File: src/rtl/park_gate_scheduler_pkg.sv
// Shared types and defaults for the car park gate scheduler.
package park_gate_scheduler_pkg;

    // Sequencer states, 3-bit encoding.
    typedef enum logic [2:0] {
        S_IDLE        = 3'd0,
        S_ENTRY_GRANT = 3'd1,
        S_BAR_IN      = 3'd2,
        S_EXIT_CHECK  = 3'd3,
        S_WAIT_PAY    = 3'd4,
        S_BAR_OUT     = 3'd5
    } state_t;

    // Default timing and billing constants.
    localparam int DEF_BAR_CYCLES = 5000;
    localparam int DEF_HOUR_SECS  = 3600;
    localparam int DEF_FEE_MAX    = 5;

    // Encoding of the last_served arbitration bit.
    localparam logic LS_ENTRY = 1'b0;
    localparam logic LS_EXIT  = 1'b1;

    // Counter width able to hold 0..n-1 (at least one bit).
    function automatic int cnt_w(input int n);
        return (n > 1) ? $clog2(n) : 1;
    endfunction

endpackage

File: src/rtl/park_gate_scheduler_timebase.sv
// Prescaler and seconds counter: sec_cnt advances once every TICK_DIV clocks.
module park_timebase
    import park_gate_scheduler_pkg::*;
#(
    parameter int TICK_DIV = 1000,
    parameter int T_W      = 16
) (
    input  logic           clk,
    input  logic           rst,
    output logic [T_W-1:0] sec_cnt,
    output logic           tick
);

    localparam int PRE_W = cnt_w(TICK_DIV);

    logic [PRE_W-1:0] pre_q, pre_d;
    logic [T_W-1:0]   sec_q, sec_d;
    logic             tick_q, tick_d;
    logic             wrap_s;

    assign wrap_s  = (pre_q == PRE_W'(TICK_DIV - 1));
    assign sec_cnt = sec_q;
    assign tick    = tick_q;

    // Next-state for prescaler and seconds; seconds wrap modulo 2^T_W.
    always_comb begin
        pre_d  = pre_q;
        sec_d  = sec_q;
        tick_d = 1'b0;
        if (wrap_s) begin
            pre_d  = {PRE_W{1'b0}};
            sec_d  = sec_q + T_W'(1);
            tick_d = 1'b1;
        end else begin
            pre_d  = pre_q + PRE_W'(1);
        end
    end

    // Timebase registers with synchronous reset.
    always_ff @(posedge clk) begin
        if (rst) begin
            pre_q  <= {PRE_W{1'b0}};
            sec_q  <= {T_W{1'b0}};
            tick_q <= 1'b0;
        end else begin
            pre_q  <= pre_d;
            sec_q  <= sec_d;
            tick_q <= tick_d;
        end
    end

endmodule

File: src/rtl/park_gate_scheduler.sv
// Car park sequencer: slot pool, shared bar timer, fee calculation.
module park_gate_scheduler
    import park_gate_scheduler_pkg::*;
#(
    parameter int N_SLOTS    = 5,
    parameter int SLOT_W     = 3,
    parameter int TICK_DIV   = 1000,
    parameter int T_W        = 16,
    parameter int HOUR_SECS  = DEF_HOUR_SECS,
    parameter int FEE_MAX    = DEF_FEE_MAX,
    parameter int FEE_W      = 4,
    parameter int BAR_CYCLES = DEF_BAR_CYCLES
) (
    input  logic              clk,
    input  logic              rst,
    input  logic              entry_req,
    input  logic              exit_req,
    input  logic [SLOT_W-1:0] exit_slot,
    input  logic              pay,
    output logic              entry_ack,
    output logic [SLOT_W-1:0] entry_slot,
    output logic              exit_err,
    output logic [FEE_W-1:0]  fee,
    output logic              fee_valid,
    output logic              bar_in,
    output logic              bar_out,
    output logic [SLOT_W:0]   free_cnt,
    output logic              full
);

    localparam int CNT_W = SLOT_W + 1;
    localparam int BAR_W = cnt_w(BAR_CYCLES);

    state_t            state_q, state_d;
    logic              entry_pend_q, entry_pend_d;
    logic              exit_pend_q, exit_pend_d;
    logic [SLOT_W-1:0] exit_id_q, exit_id_d;
    logic              last_q, last_d;
    logic [N_SLOTS-1:0] occ_q, occ_d;
    logic [T_W-1:0]    ts_q [N_SLOTS];
    logic [T_W-1:0]    ts_d [N_SLOTS];
    logic [BAR_W-1:0]  timer_q, timer_d;

    logic              entry_ack_q, entry_ack_d;
    logic [SLOT_W-1:0] entry_slot_q, entry_slot_d;
    logic              exit_err_q, exit_err_d;
    logic [FEE_W-1:0]  fee_q, fee_d;
    logic              fee_valid_q, fee_valid_d;
    logic              bar_in_q, bar_in_d;
    logic              bar_out_q, bar_out_d;
    logic [CNT_W-1:0]  free_cnt_q, free_cnt_d;
    logic              full_q, full_d;

    logic [T_W-1:0]    sec_cnt_s;
    logic              tick_unused_s;
    logic [SLOT_W-1:0] free_idx_s;
    logic              exit_hit_s;
    logic [T_W-1:0]    ts_sel_s;
    logic [T_W-1:0]    elapsed_s;
    logic [FEE_W-1:0]  fee_calc_s;
    logic              exit_elig_s, entry_elig_s;
    logic              entry_clr_s, exit_clr_s;

    park_timebase #(
        .TICK_DIV (TICK_DIV),
        .T_W      (T_W)
    ) u_timebase (
        .clk      (clk),
        .rst      (rst),
        .sec_cnt  (sec_cnt_s),
        .tick     (tick_unused_s)
    );

    assign entry_ack  = entry_ack_q;
    assign entry_slot = entry_slot_q;
    assign exit_err   = exit_err_q;
    assign fee        = fee_q;
    assign fee_valid  = fee_valid_q;
    assign bar_in     = bar_in_q;
    assign bar_out    = bar_out_q;
    assign free_cnt   = free_cnt_q;
    assign full       = full_q;

    assign exit_elig_s  = exit_pend_q;
    assign entry_elig_s = entry_pend_q & ~full_q;
    assign elapsed_s    = sec_cnt_s - ts_sel_s;

    // Lowest-index free slot; scanning downward leaves the smallest index.
    always_comb begin
        free_idx_s = {SLOT_W{1'b0}};
        for (int i = N_SLOTS - 1; i >= 0; i--) begin
            if (!occ_q[i]) begin
                free_idx_s = SLOT_W'(i);
            end else begin
                free_idx_s = free_idx_s;
            end
        end
    end

    // Look up the exiting slot; ids beyond the pool never match and read as free.
    always_comb begin
        exit_hit_s = 1'b0;
        ts_sel_s   = {T_W{1'b0}};
        for (int i = 0; i < N_SLOTS; i++) begin
            if (exit_id_q == SLOT_W'(i)) begin
                exit_hit_s = occ_q[i];
                ts_sel_s   = ts_q[i];
            end else begin
                exit_hit_s = exit_hit_s;
            end
        end
    end

    // Fee band compare chain; an exact hour boundary falls into the next band.
    always_comb begin
        fee_calc_s = FEE_W'(FEE_MAX);
        for (int k = FEE_MAX - 1; k >= 1; k--) begin
            if (longint'(elapsed_s) < longint'(k) * longint'(HOUR_SECS)) begin
                fee_calc_s = FEE_W'(k);
            end else begin
                fee_calc_s = fee_calc_s;
            end
        end
    end

    // Sequencer next-state, slot bookkeeping, request capture and output decode.
    always_comb begin
        state_d      = state_q;
        last_d       = last_q;
        occ_d        = occ_q;
        ts_d         = ts_q;
        timer_d      = timer_q;
        free_cnt_d   = free_cnt_q;
        fee_d        = fee_q;
        entry_slot_d = entry_slot_q;
        entry_ack_d  = 1'b0;
        exit_err_d   = 1'b0;
        entry_clr_s  = 1'b0;
        exit_clr_s   = 1'b0;

        case (state_q)
            S_IDLE: begin
                if (exit_elig_s && (!entry_elig_s || last_q == LS_ENTRY)) begin
                    state_d = S_EXIT_CHECK;
                    last_d  = LS_EXIT;
                end else if (entry_elig_s) begin
                    state_d = S_ENTRY_GRANT;
                    last_d  = LS_ENTRY;
                end else begin
                    state_d = S_IDLE;
                end
            end
            S_ENTRY_GRANT: begin
                if (!full_q) begin
                    for (int i = 0; i < N_SLOTS; i++) begin
                        if (free_idx_s == SLOT_W'(i)) begin
                            occ_d[i] = 1'b1;
                            ts_d[i]  = sec_cnt_s;
                        end else begin
                            occ_d[i] = occ_q[i];
                        end
                    end
                    entry_ack_d  = 1'b1;
                    entry_slot_d = free_idx_s;
                    entry_clr_s  = 1'b1;
                    free_cnt_d   = free_cnt_q - CNT_W'(1);
                    timer_d      = BAR_W'(BAR_CYCLES - 1);
                    state_d      = S_BAR_IN;
                end else begin
                    state_d = S_IDLE;
                end
            end
            S_BAR_IN: begin
                if (timer_q == {BAR_W{1'b0}}) begin
                    state_d = S_IDLE;
                end else begin
                    timer_d = timer_q - BAR_W'(1);
                end
            end
            S_EXIT_CHECK: begin
                if (!exit_hit_s) begin
                    exit_err_d = 1'b1;
                    exit_clr_s = 1'b1;
                    state_d    = S_IDLE;
                end else begin
                    fee_d   = fee_calc_s;
                    state_d = S_WAIT_PAY;
                end
            end
            S_WAIT_PAY: begin
                if (pay) begin
                    for (int i = 0; i < N_SLOTS; i++) begin
                        if (exit_id_q == SLOT_W'(i)) begin
                            occ_d[i] = 1'b0;
                        end else begin
                            occ_d[i] = occ_q[i];
                        end
                    end
                    exit_clr_s = 1'b1;
                    free_cnt_d = free_cnt_q + CNT_W'(1);
                    fee_d      = {FEE_W{1'b0}};
                    timer_d    = BAR_W'(BAR_CYCLES - 1);
                    state_d    = S_BAR_OUT;
                end else begin
                    state_d = S_WAIT_PAY;
                end
            end
            S_BAR_OUT: begin
                if (timer_q == {BAR_W{1'b0}}) begin
                    state_d = S_IDLE;
                end else begin
                    timer_d = timer_q - BAR_W'(1);
                end
            end
            default: begin
                state_d = S_IDLE;
            end
        endcase

        // A new entry request merges with a pending one; a set wins over a clear.
        entry_pend_d = (entry_pend_q & ~entry_clr_s) | entry_req;

        // Exit requests latch only when no other exit is outstanding.
        if (exit_req && (!exit_pend_q || exit_clr_s)) begin
            exit_pend_d = 1'b1;
            exit_id_d   = exit_slot;
        end else begin
            exit_pend_d = exit_pend_q & ~exit_clr_s;
            exit_id_d   = exit_id_q;
        end

        bar_in_d    = (state_d == S_BAR_IN);
        bar_out_d   = (state_d == S_BAR_OUT);
        fee_valid_d = (state_d == S_WAIT_PAY);
        full_d      = (free_cnt_d == {CNT_W{1'b0}});
    end

    // State, bookkeeping and registered outputs with synchronous reset.
    always_ff @(posedge clk) begin
        if (rst) begin
            state_q      <= S_IDLE;
            entry_pend_q <= 1'b0;
            exit_pend_q  <= 1'b0;
            exit_id_q    <= {SLOT_W{1'b0}};
            last_q       <= LS_ENTRY;
            occ_q        <= {N_SLOTS{1'b0}};
            for (int i = 0; i < N_SLOTS; i++) begin
                ts_q[i] <= {T_W{1'b0}};
            end
            timer_q      <= {BAR_W{1'b0}};
            entry_ack_q  <= 1'b0;
            entry_slot_q <= {SLOT_W{1'b0}};
            exit_err_q   <= 1'b0;
            fee_q        <= {FEE_W{1'b0}};
            fee_valid_q  <= 1'b0;
            bar_in_q     <= 1'b0;
            bar_out_q    <= 1'b0;
            free_cnt_q   <= CNT_W'(N_SLOTS);
            full_q       <= 1'b0;
        end else begin
            state_q      <= state_d;
            entry_pend_q <= entry_pend_d;
            exit_pend_q  <= exit_pend_d;
            exit_id_q    <= exit_id_d;
            last_q       <= last_d;
            occ_q        <= occ_d;
            ts_q         <= ts_d;
            timer_q      <= timer_d;
            entry_ack_q  <= entry_ack_d;
            entry_slot_q <= entry_slot_d;
            exit_err_q   <= exit_err_d;
            fee_q        <= fee_d;
            fee_valid_q  <= fee_valid_d;
            bar_in_q     <= bar_in_d;
            bar_out_q    <= bar_out_d;
            free_cnt_q   <= free_cnt_d;
            full_q       <= full_d;
        end
    end

endmodule

File: config.mk
export PLATFORM = sky130hd
export DESIGN_NAME = park_gate_scheduler
export DESIGN_NICKNAME = d
export VERILOG_FILES = /design/src/rtl/park_gate_scheduler_pkg.sv /design/src/rtl/park_gate_scheduler_timebase.sv /design/src/rtl/park_gate_scheduler.sv
export SDC_FILE = /design/constraint.sdc
export NUM_CORES = 1
export LEC_CHECK = 0
export CAP_MARGIN = 10
export CORE_ASPECT_RATIO = 1.5
export CORE_MARGIN = 3
export CORE_UTILIZATION = 55
export CTS_BUF_LIST = sky130_fd_sc_hd__clkbuf_4 sky130_fd_sc_hd__clkbuf_8
export CTS_CLUSTER_DIAMETER = 40
export DETAILED_ROUTE_END_ITERATION = 8
export DONT_BUFFER_PORTS = 1
export GPL_ROUTABILITY_DRIVEN = 0
export PLACE_DENSITY_LB_ADDON = 0.05
export SYNTH_ARGS = -nofsm -noshare
export SYNTH_HDL_FRONTEND = slang
export SYNTH_SLANG_ARGS = --single-unit
File: constraint.sdc
create_clock -name clk -period 4.2 [get_ports clk]
set_clock_uncertainty 0.15 [all_clocks]
set_input_delay 0.84 -clock clk [delete_from_list [all_inputs] [get_ports clk]]
set_output_delay 0.84 -clock clk [all_outputs]
set_load 0.03 [all_outputs]
Word-level counts from Yosys, hierarchy flattened

Cells that the tools add are included.

Register bits after elaboration: 150
Input port bits: 8
Output and inout bits: 17
Word-level logic and storage cells: 166

Add/subtract/negate cells: 6
$lt $le $gt $ge: 4
Eq/ne operators: 31
Mux-type cells: 57
Bitwise gates (word level): 9
Reduce and logical (&&, ||, !) cells: 32

Operator list:

| kind                                                          | number |
|---|---|
| 2-to-1 mux 16 bit                                             | 5 |
| 2-to-1 mux 13 bit                                             | 3 |
| one-hot mux 13 bit (3 select lines)                           | 1 |
| less-than comparator 16 x 14 -> 1 bit (second input constant) | 2 |
| 2-to-1 mux 4 bit                                              | 7 |
| != test 2 bit (second input constant)                         | 14 |
| 2-to-1 mux 1 bit                                              | 25 |
| AND reduction 5 bit                                           | 5 |
| equality test 3 x 2 -> 1 bit (second input constant)          | 7 |
| 2-to-1 mux 3 bit                                              | 7 |
| equality test 3 bit (second input constant)                   | 6 |
| AND reduction 3 bit                                           | 6 |
| adder 16 x 1 -> 16 bit (second input constant)                | 1 |
| less-than comparator 16 x 12 -> 1 bit (second input constant) | 1 |
| less-than comparator 16 x 13 -> 1 bit (second input constant) | 1 |
| one-hot mux 4 bit (2 select lines)                            | 2 |
| subtractor 16 bit                                             | 1 |
| one-hot mux 3 bit (5 select lines)                            | 1 |
| logical NOT 13 bit                                            | 1 |
| subtractor 13 x 1 -> 13 bit (second input constant)           | 1 |
| adder 10 x 1 -> 10 bit (second input constant)                | 1 |
| equality test 10 bit (second input constant)                  | 1 |
| 2-to-1 mux 5 bit                                              | 2 |
| one-hot mux 5 bit (2 select lines)                            | 1 |
| other kinds (18)                                              | 37 |

Depth between registers and ports, before layout

Gate-level depths: netlist (run 1).

Word-level depth: 14
Mapped depth: 18

By module

From an unflattened synthesis (run 1), not the netlist that was laid out.

Cells, all modules: 918
Area total of the unflattened synthesis: 7508.5 µm²

By module, submodules not included:

| module              | times used | cells each | area an instance (µm²) |
|---|---|---|---|
| park_gate_scheduler | 1          | 780        | 6294.8 |
| park_timebase       | 1          | 138        | 1213.7 |

Worst setup path after synthesis (run 1)

OpenSTA, ideal clock, no wires.

Path kind: reg2reg
From: register exit_id_q[0]
To: register fee_q[1], in the netlist fee[1]
Setup time: 0.070 ns
Arrival: 4.011 ns
Required time: 3.980 ns
Slack: -0.031 ns
Stages on the path, launching flop included: 16
Buffers on the path: 3
Cell sequence: dfxtp_1 > buf_2 > buf_1 > mux4_2 > a22oi_1 > ha_1 > clkbuf_1 > a211o_1 > o211ai_1 > o211ai_1 > and2_1 > a211o_1 > or2_1 > a311oi_2 > o221ai_1 > a21oi_1

Cells in the longest elaborated chain, start to end: 13
Elaborated cells between the ends (all ways): 26
Classes of those cells: add/sub: 1; order compare: 3; eq/ne: 5; mux: 15; reduce/logical: 2

Ends and longest elaborated chain:

| what                                  | RTL line                   | source |
|---|---|---|
| start, declared                       | park_gate_scheduler.sv:37  | `logic [SLOT_W-1:0] exit_id_q, exit_id_d;` |
| start signal, assigned                | park_gate_scheduler.sv:244 | `exit_id_q <= {SLOT_W{1'b0}};` |
| start signal, assigned                | park_gate_scheduler.sv:264 | `exit_id_q <= exit_id_d;` |
| logical NOT 3 bit                     | park_gate_scheduler.sv:105 | `if (exit_id_q == SLOT_W'(i)) begin` |
| 2-to-1 mux 16 bit (5 in a row)        | park_gate_scheduler.sv:105 |  |
| subtractor 16 bit                     | park_gate_scheduler.sv:86  | `assign elapsed_s = sec_cnt_s - ts_sel_s;` |
| less-than comparator 16 x 14 -> 1 bit | park_gate_scheduler.sv:118 | `if (longint'(elapsed_s) < longint'(k) * longint'(HOUR_SECS)) begin` |
| 2-to-1 mux 4 bit (3 in a row)         | park_gate_scheduler.sv:118 |  |
| 2-to-1 mux 4 bit                      | park_gate_scheduler.sv:181 | `if (!exit_hit_s) begin` |
| one-hot mux 4 bit (2 select lines)    | park_gate_scheduler.sv:141 | `case (state_q)` |
| end signal, assigned                  | park_gate_scheduler.sv:254 | `fee_q <= {FEE_W{1'b0}};` |
| end, declared                         | park_gate_scheduler.sv:47  | `logic [FEE_W-1:0] fee_q, fee_d;` |

Several ways; a longest one is shown, not always the timed one. The select of a mux whose other input is x is not followed.
A chain may end at the register's enable or synchronous reset.

Final worst setup path (run 1)

From: register exit_id_q[1]
To: register fee_q[2], in the netlist fee[2]

Same word-level chain as after synthesis.

==> summary.md, run 1 <==
| Metric | Value |
|---|---|
| Mux share of post-synthesis cell area | 0.0746 |
| H-tree depth | 4 |
| Wire length per cell | 17.6 um |
| Clock transition at the registers of the reported paths | 0.09 ns |
| WS Path Type | reg2reg |
| CTS Buffer Depth | 2 |
| Vias per inst | 5.99 |
| Distinct cells, synth | 74 |
| Main flop type after synthesis | dfxtp_1 |
| Post-synthesis xor/xnor area fraction | 0.0458 |
| Vias | 6348 |
| # diodes | 0 |
| Root Driver | clkbuf_8 |
| Seq pwr share | 0.502 |
| Synthesized instance count | 910 |
| Required time at the worst-slack endpoint | 4.41 ns |
| Largest family of logic cells by synthesized area | simple AND/OR/NAND/NOR gates |
| Sw frac | 0.304 |
| Number of synthesized register bits | 149 |
| Clk_lat worst skew | 0.44 ns |
| Area fraction in compound gates after synthesis | 0.171 |
| EDFF count, synth | 0 |
| R2R Path End | fee[2] |
| Slew headroom | 0.363 |
| Worst Max-Slew Pin Slew | 0.953 ns |
| Final WL | 18600 um |
| Clock sink count | 149 |
| Die Y | 149 um |
| Peak supply drop | 0.181 mV |
| Dpl hpwl | 12900 um |
| Dominant cell type by area after synthesis | dfxtp_1 |
| YS warnings | 0 |
| DRT antenna net count | 0 |
| Share of layout cells above drive strength 1 | 0.0977 |
| Setup TNS | 0 ns |
| Area delta synth->final | 6.98% |
| Cell Pwr Density | 391 mW/mm^2 |
| Post-synthesis net count | 937 |
| Global-route wire length before repair | 30700 um |
| Worst hold path depth | 2 |
| Leakage | 2.80 nW |
| DRT Pass-1 Iters | 5 |
| Max Clk Rate | 257 MHz |
| Crit path DAT | 4.11 ns |
| Worst Hold End | ts_q[0] |
| Clock share of power | 0.354 |
| Syn_area_per_cell | 8.20 sq um |
| Critical Path Start Type | flip-flop |
| Top post-synthesis cells by area | dfxtp_1 40%, nand2_1 8.5%, a21oi_1 7.4% |
| Layout Utilization | 0.607 |
| Post-synthesis adder-cell area fraction | 0.0319 |
| Part of the Yosys area used for sequential elements | 0.400 |
| Initial Util | 0.568 |
| Max cap viols | 0 |
| Vias in the first global route | 6151 |
| Most frequent cells in the layout | 169 x nand2_1, 149 x dfxtp_1, 109 x a21oi_1, 86 x nor2_1, 26 x mux2i_1 |
| DR DRC count | 0 |
| Die W | 101 um |
| Crit path max fanout | 17 |
| Num ports | 25 |
| Fin. Hold Viols | 0 |
| Combinational Power Share | 0.145 |
| Pins Over Slew Limit | 0 |
| CTS tree | done |
| Mapped cell area | 0.00746 sq mm |
| Largest net degree at the start of global routing | 132 |
| Core Region | 0.0131 sq mm |
| Simple-gate share of the synthesized area | 0.235 |
| Initial antenna violation count | 0 |
| Switching Power | 0.949 mW |
| Footprint of the multi-input gates | 0.00418 sq mm |
| Synth async-reset ratio | 0 |
| DIE AREA | 0.0150 sq mm |
| Total GRT Usage | 0.256 |
| Final setup fails | 0 |
| Post-cts hold buffer count | 0 |
| I/O Buffers | 0 |
| Outcome | finished, final reports clean |
| Tmin final | 3.90 ns |
| CTS Buf Count | 17 |
| Register area | 0.00298 sq mm |
| Final net count | 915 |
| Worst hold path startpoint | ts_q[0] |
| Pint | 2.17 mW |
| FF-to-FF setup slack | 0.30 ns |
| Initial DRC Count | 310 |
| Top cell type's share of synthesized area | 0.400 |
| Site Rows | 51 |
| RSZ-0062 raised after global routing | false |
| Min-Delay Path Class | reg2reg |
| Layout filler cell count | 1192 |
| R2R depth | 14 |
| Congestion Overflow GR | 0 |
| Worst r2r src | exit_id_q[1] |
| CP endpoint kind | flip-flop |
| Most common cell after layout, fill and taps aside | nand2_1 |
| Tcrit/Tclk final | 0.927 |
[flip-flops by register name (all words and copies together) (netlist names), 3 cells and up]
name                count
entry_slot              3
exit_id_q               3
fee                     3
free_cnt                4
occ_q                   5
state_q                 3
timer_q                13
ts_q                   80
u_timebase.pre_q       10
u_timebase.sec_cnt     16
[per-layer routing]
metal  wire length, um  vias up  global-route usage
met3               840       30              0.0526
li1                  -     3118                   -
met2              9520      144               0.437
met5                 0        -                   0
met1              7820     3056               0.317
met4               424        0              0.0878
[cell families after synthesis]
logic type	count (synthesis)
and+or+nand+nor	381
AOI/OAI and AO/OA	204
DFF	149
buffers and inverters	77
muxes	40
xor gates and xnor gates	39
adders and majority gates	19
other	1
[synth_stat cells, drive strengths merged (5+ instances only)]
library cell    n
a211oi          7
a21o            5
a21oi         112
a22oi          12
a311oi          5
and2            7
and3           14
buf            11
clkbuf         53
dfxtp         149
ha             19
inv            13
mux2i          26
mux4           12
nand2         169
nand2b         11
nand3          22
nor2           88
nor2b          13
nor3           12
nor4            5
o211ai          7
o21ai          21
or2             9
or3             9
xnor2          21
xor2           18
[worst max-delay path, stage by stage, from the launching register on]
cell       delay (ns)
dfxtp_1          0.49
buf_4            0.32
mux4_2           0.35
a22oi_1          0.19
ha_1             0.29
a211o_1          0.30
o211ai_1         0.08
buf_4            0.16
o211ai_1         0.10
and2_1           0.22
a211o_1          0.31
a2111oi_4        0.38
a21oi_1          0.14
nand2b_1         0.16
a211oi_1         0.18
[timing repair]
item	CTS	global route
endpoints found under the setup margin	0	3
hold endpoints to repair	0	0
setup buffers	0	1
resized for setup	0	3
[how the worst max path moves through the flow]
| stage | to | startpoint | slack, ns | cells after the start |
|---|---|---|---|---|
| 6_report | fee[2] | exit_id_q[1] | 0.30 | 14 |
| 5_1_grt | fee[0] | exit_id_q[0] | 0.009 | 12 |
| 4_1_cts | fee[2] | exit_id_q[1] | 0.23 | 16 |
| 3_5_place_dp | fee[1] | exit_id_q[0] | 0.26 | 13 |
| 3_3_place_gp | fee[1] | exit_id_q[1] | 0.31 | 15 |
| 2_1_floorplan | fee[1] | exit_id_q[1] | 0.13 | 16 |
[power groups by stage]
| stage | clock network [mW] | logic, mW | registers (mW) |
|---|---|---|---|
| after floorplan | 0 | 0.388 | 1.57 |
| after global placement | 0 | 0.432 | 1.59 |
| after detailed placement | 0 | 0.451 | 1.60 |
| after CTS | 1.13 | 0.454 | 1.57 |
| after global routing | 1.19 | 0.506 | 1.58 |
| final | 1.11 | 0.452 | 1.57 |
[metrics by stage]
| stage | instance area [sq um] | power [mW] | hold WS (ns) | cells | worst slack, ns |
|---|---|---|---|---|---|
| finish | 7980 | 3.12 | 0.306 | 1060 | 0.305 |
| global route | 7980 | 3.28 | 0.288 | 1060 | 0.00874 |
| CTS | 7970 | 3.15 | 0.290 | 1059 | 0.229 |
| detailed placement | 7570 | 2.05 | 0.288 | 1027 | 0.258 |
| global placement | 7570 | 2.03 | 0.284 | 1027 | 0.314 |
| floorplan | 7460 | 1.96 | 0.276 | 910 | 0.127 |
[final cells by class]
class                   instances  share of cell area
well taps                     159              0.0249
inverters                      13             0.00611
multi-input cells             684               0.524
clock inverters                13              0.0177
clock buffers                  19              0.0320
repair buffers                 23              0.0221
flip-flops and latches        149               0.374
Note: power is estimated with default switching activity, not from simulation.
==> inputs of run 2 (changes only) <==
--- a/config.mk
+++ b/config.mk
@@ -14,6 +14,7 @@
 export DETAILED_ROUTE_END_ITERATION = 8
 export DONT_BUFFER_PORTS = 1
 export GPL_ROUTABILITY_DRIVEN = 0
+export HOLD_SLACK_MARGIN = 0.02
 export PLACE_DENSITY_LB_ADDON = 0.05
 export SYNTH_ARGS = -nofsm -noshare
 export SYNTH_HDL_FRONTEND = slang
==> results of run 2 <==
Same layout as run 1: the final DEF is identical, and so are final timing and power.
==> inputs of run 3 (changes only) <==
--- a/config.mk
+++ b/config.mk
@@ -14,8 +14,9 @@
 export DETAILED_ROUTE_END_ITERATION = 8
 export DONT_BUFFER_PORTS = 1
 export GPL_ROUTABILITY_DRIVEN = 0
-export HOLD_SLACK_MARGIN = 0.02
+export HOLD_SLACK_MARGIN = 0.08
 export PLACE_DENSITY_LB_ADDON = 0.05
+export SLEW_MARGIN = 15
 export SYNTH_ARGS = -nofsm -noshare
 export SYNTH_HDL_FRONTEND = slang
 export SYNTH_SLANG_ARGS = --single-unit
==> results of run 3 <==
Same layout as run 1: the final DEF is identical, and so are final timing and power.
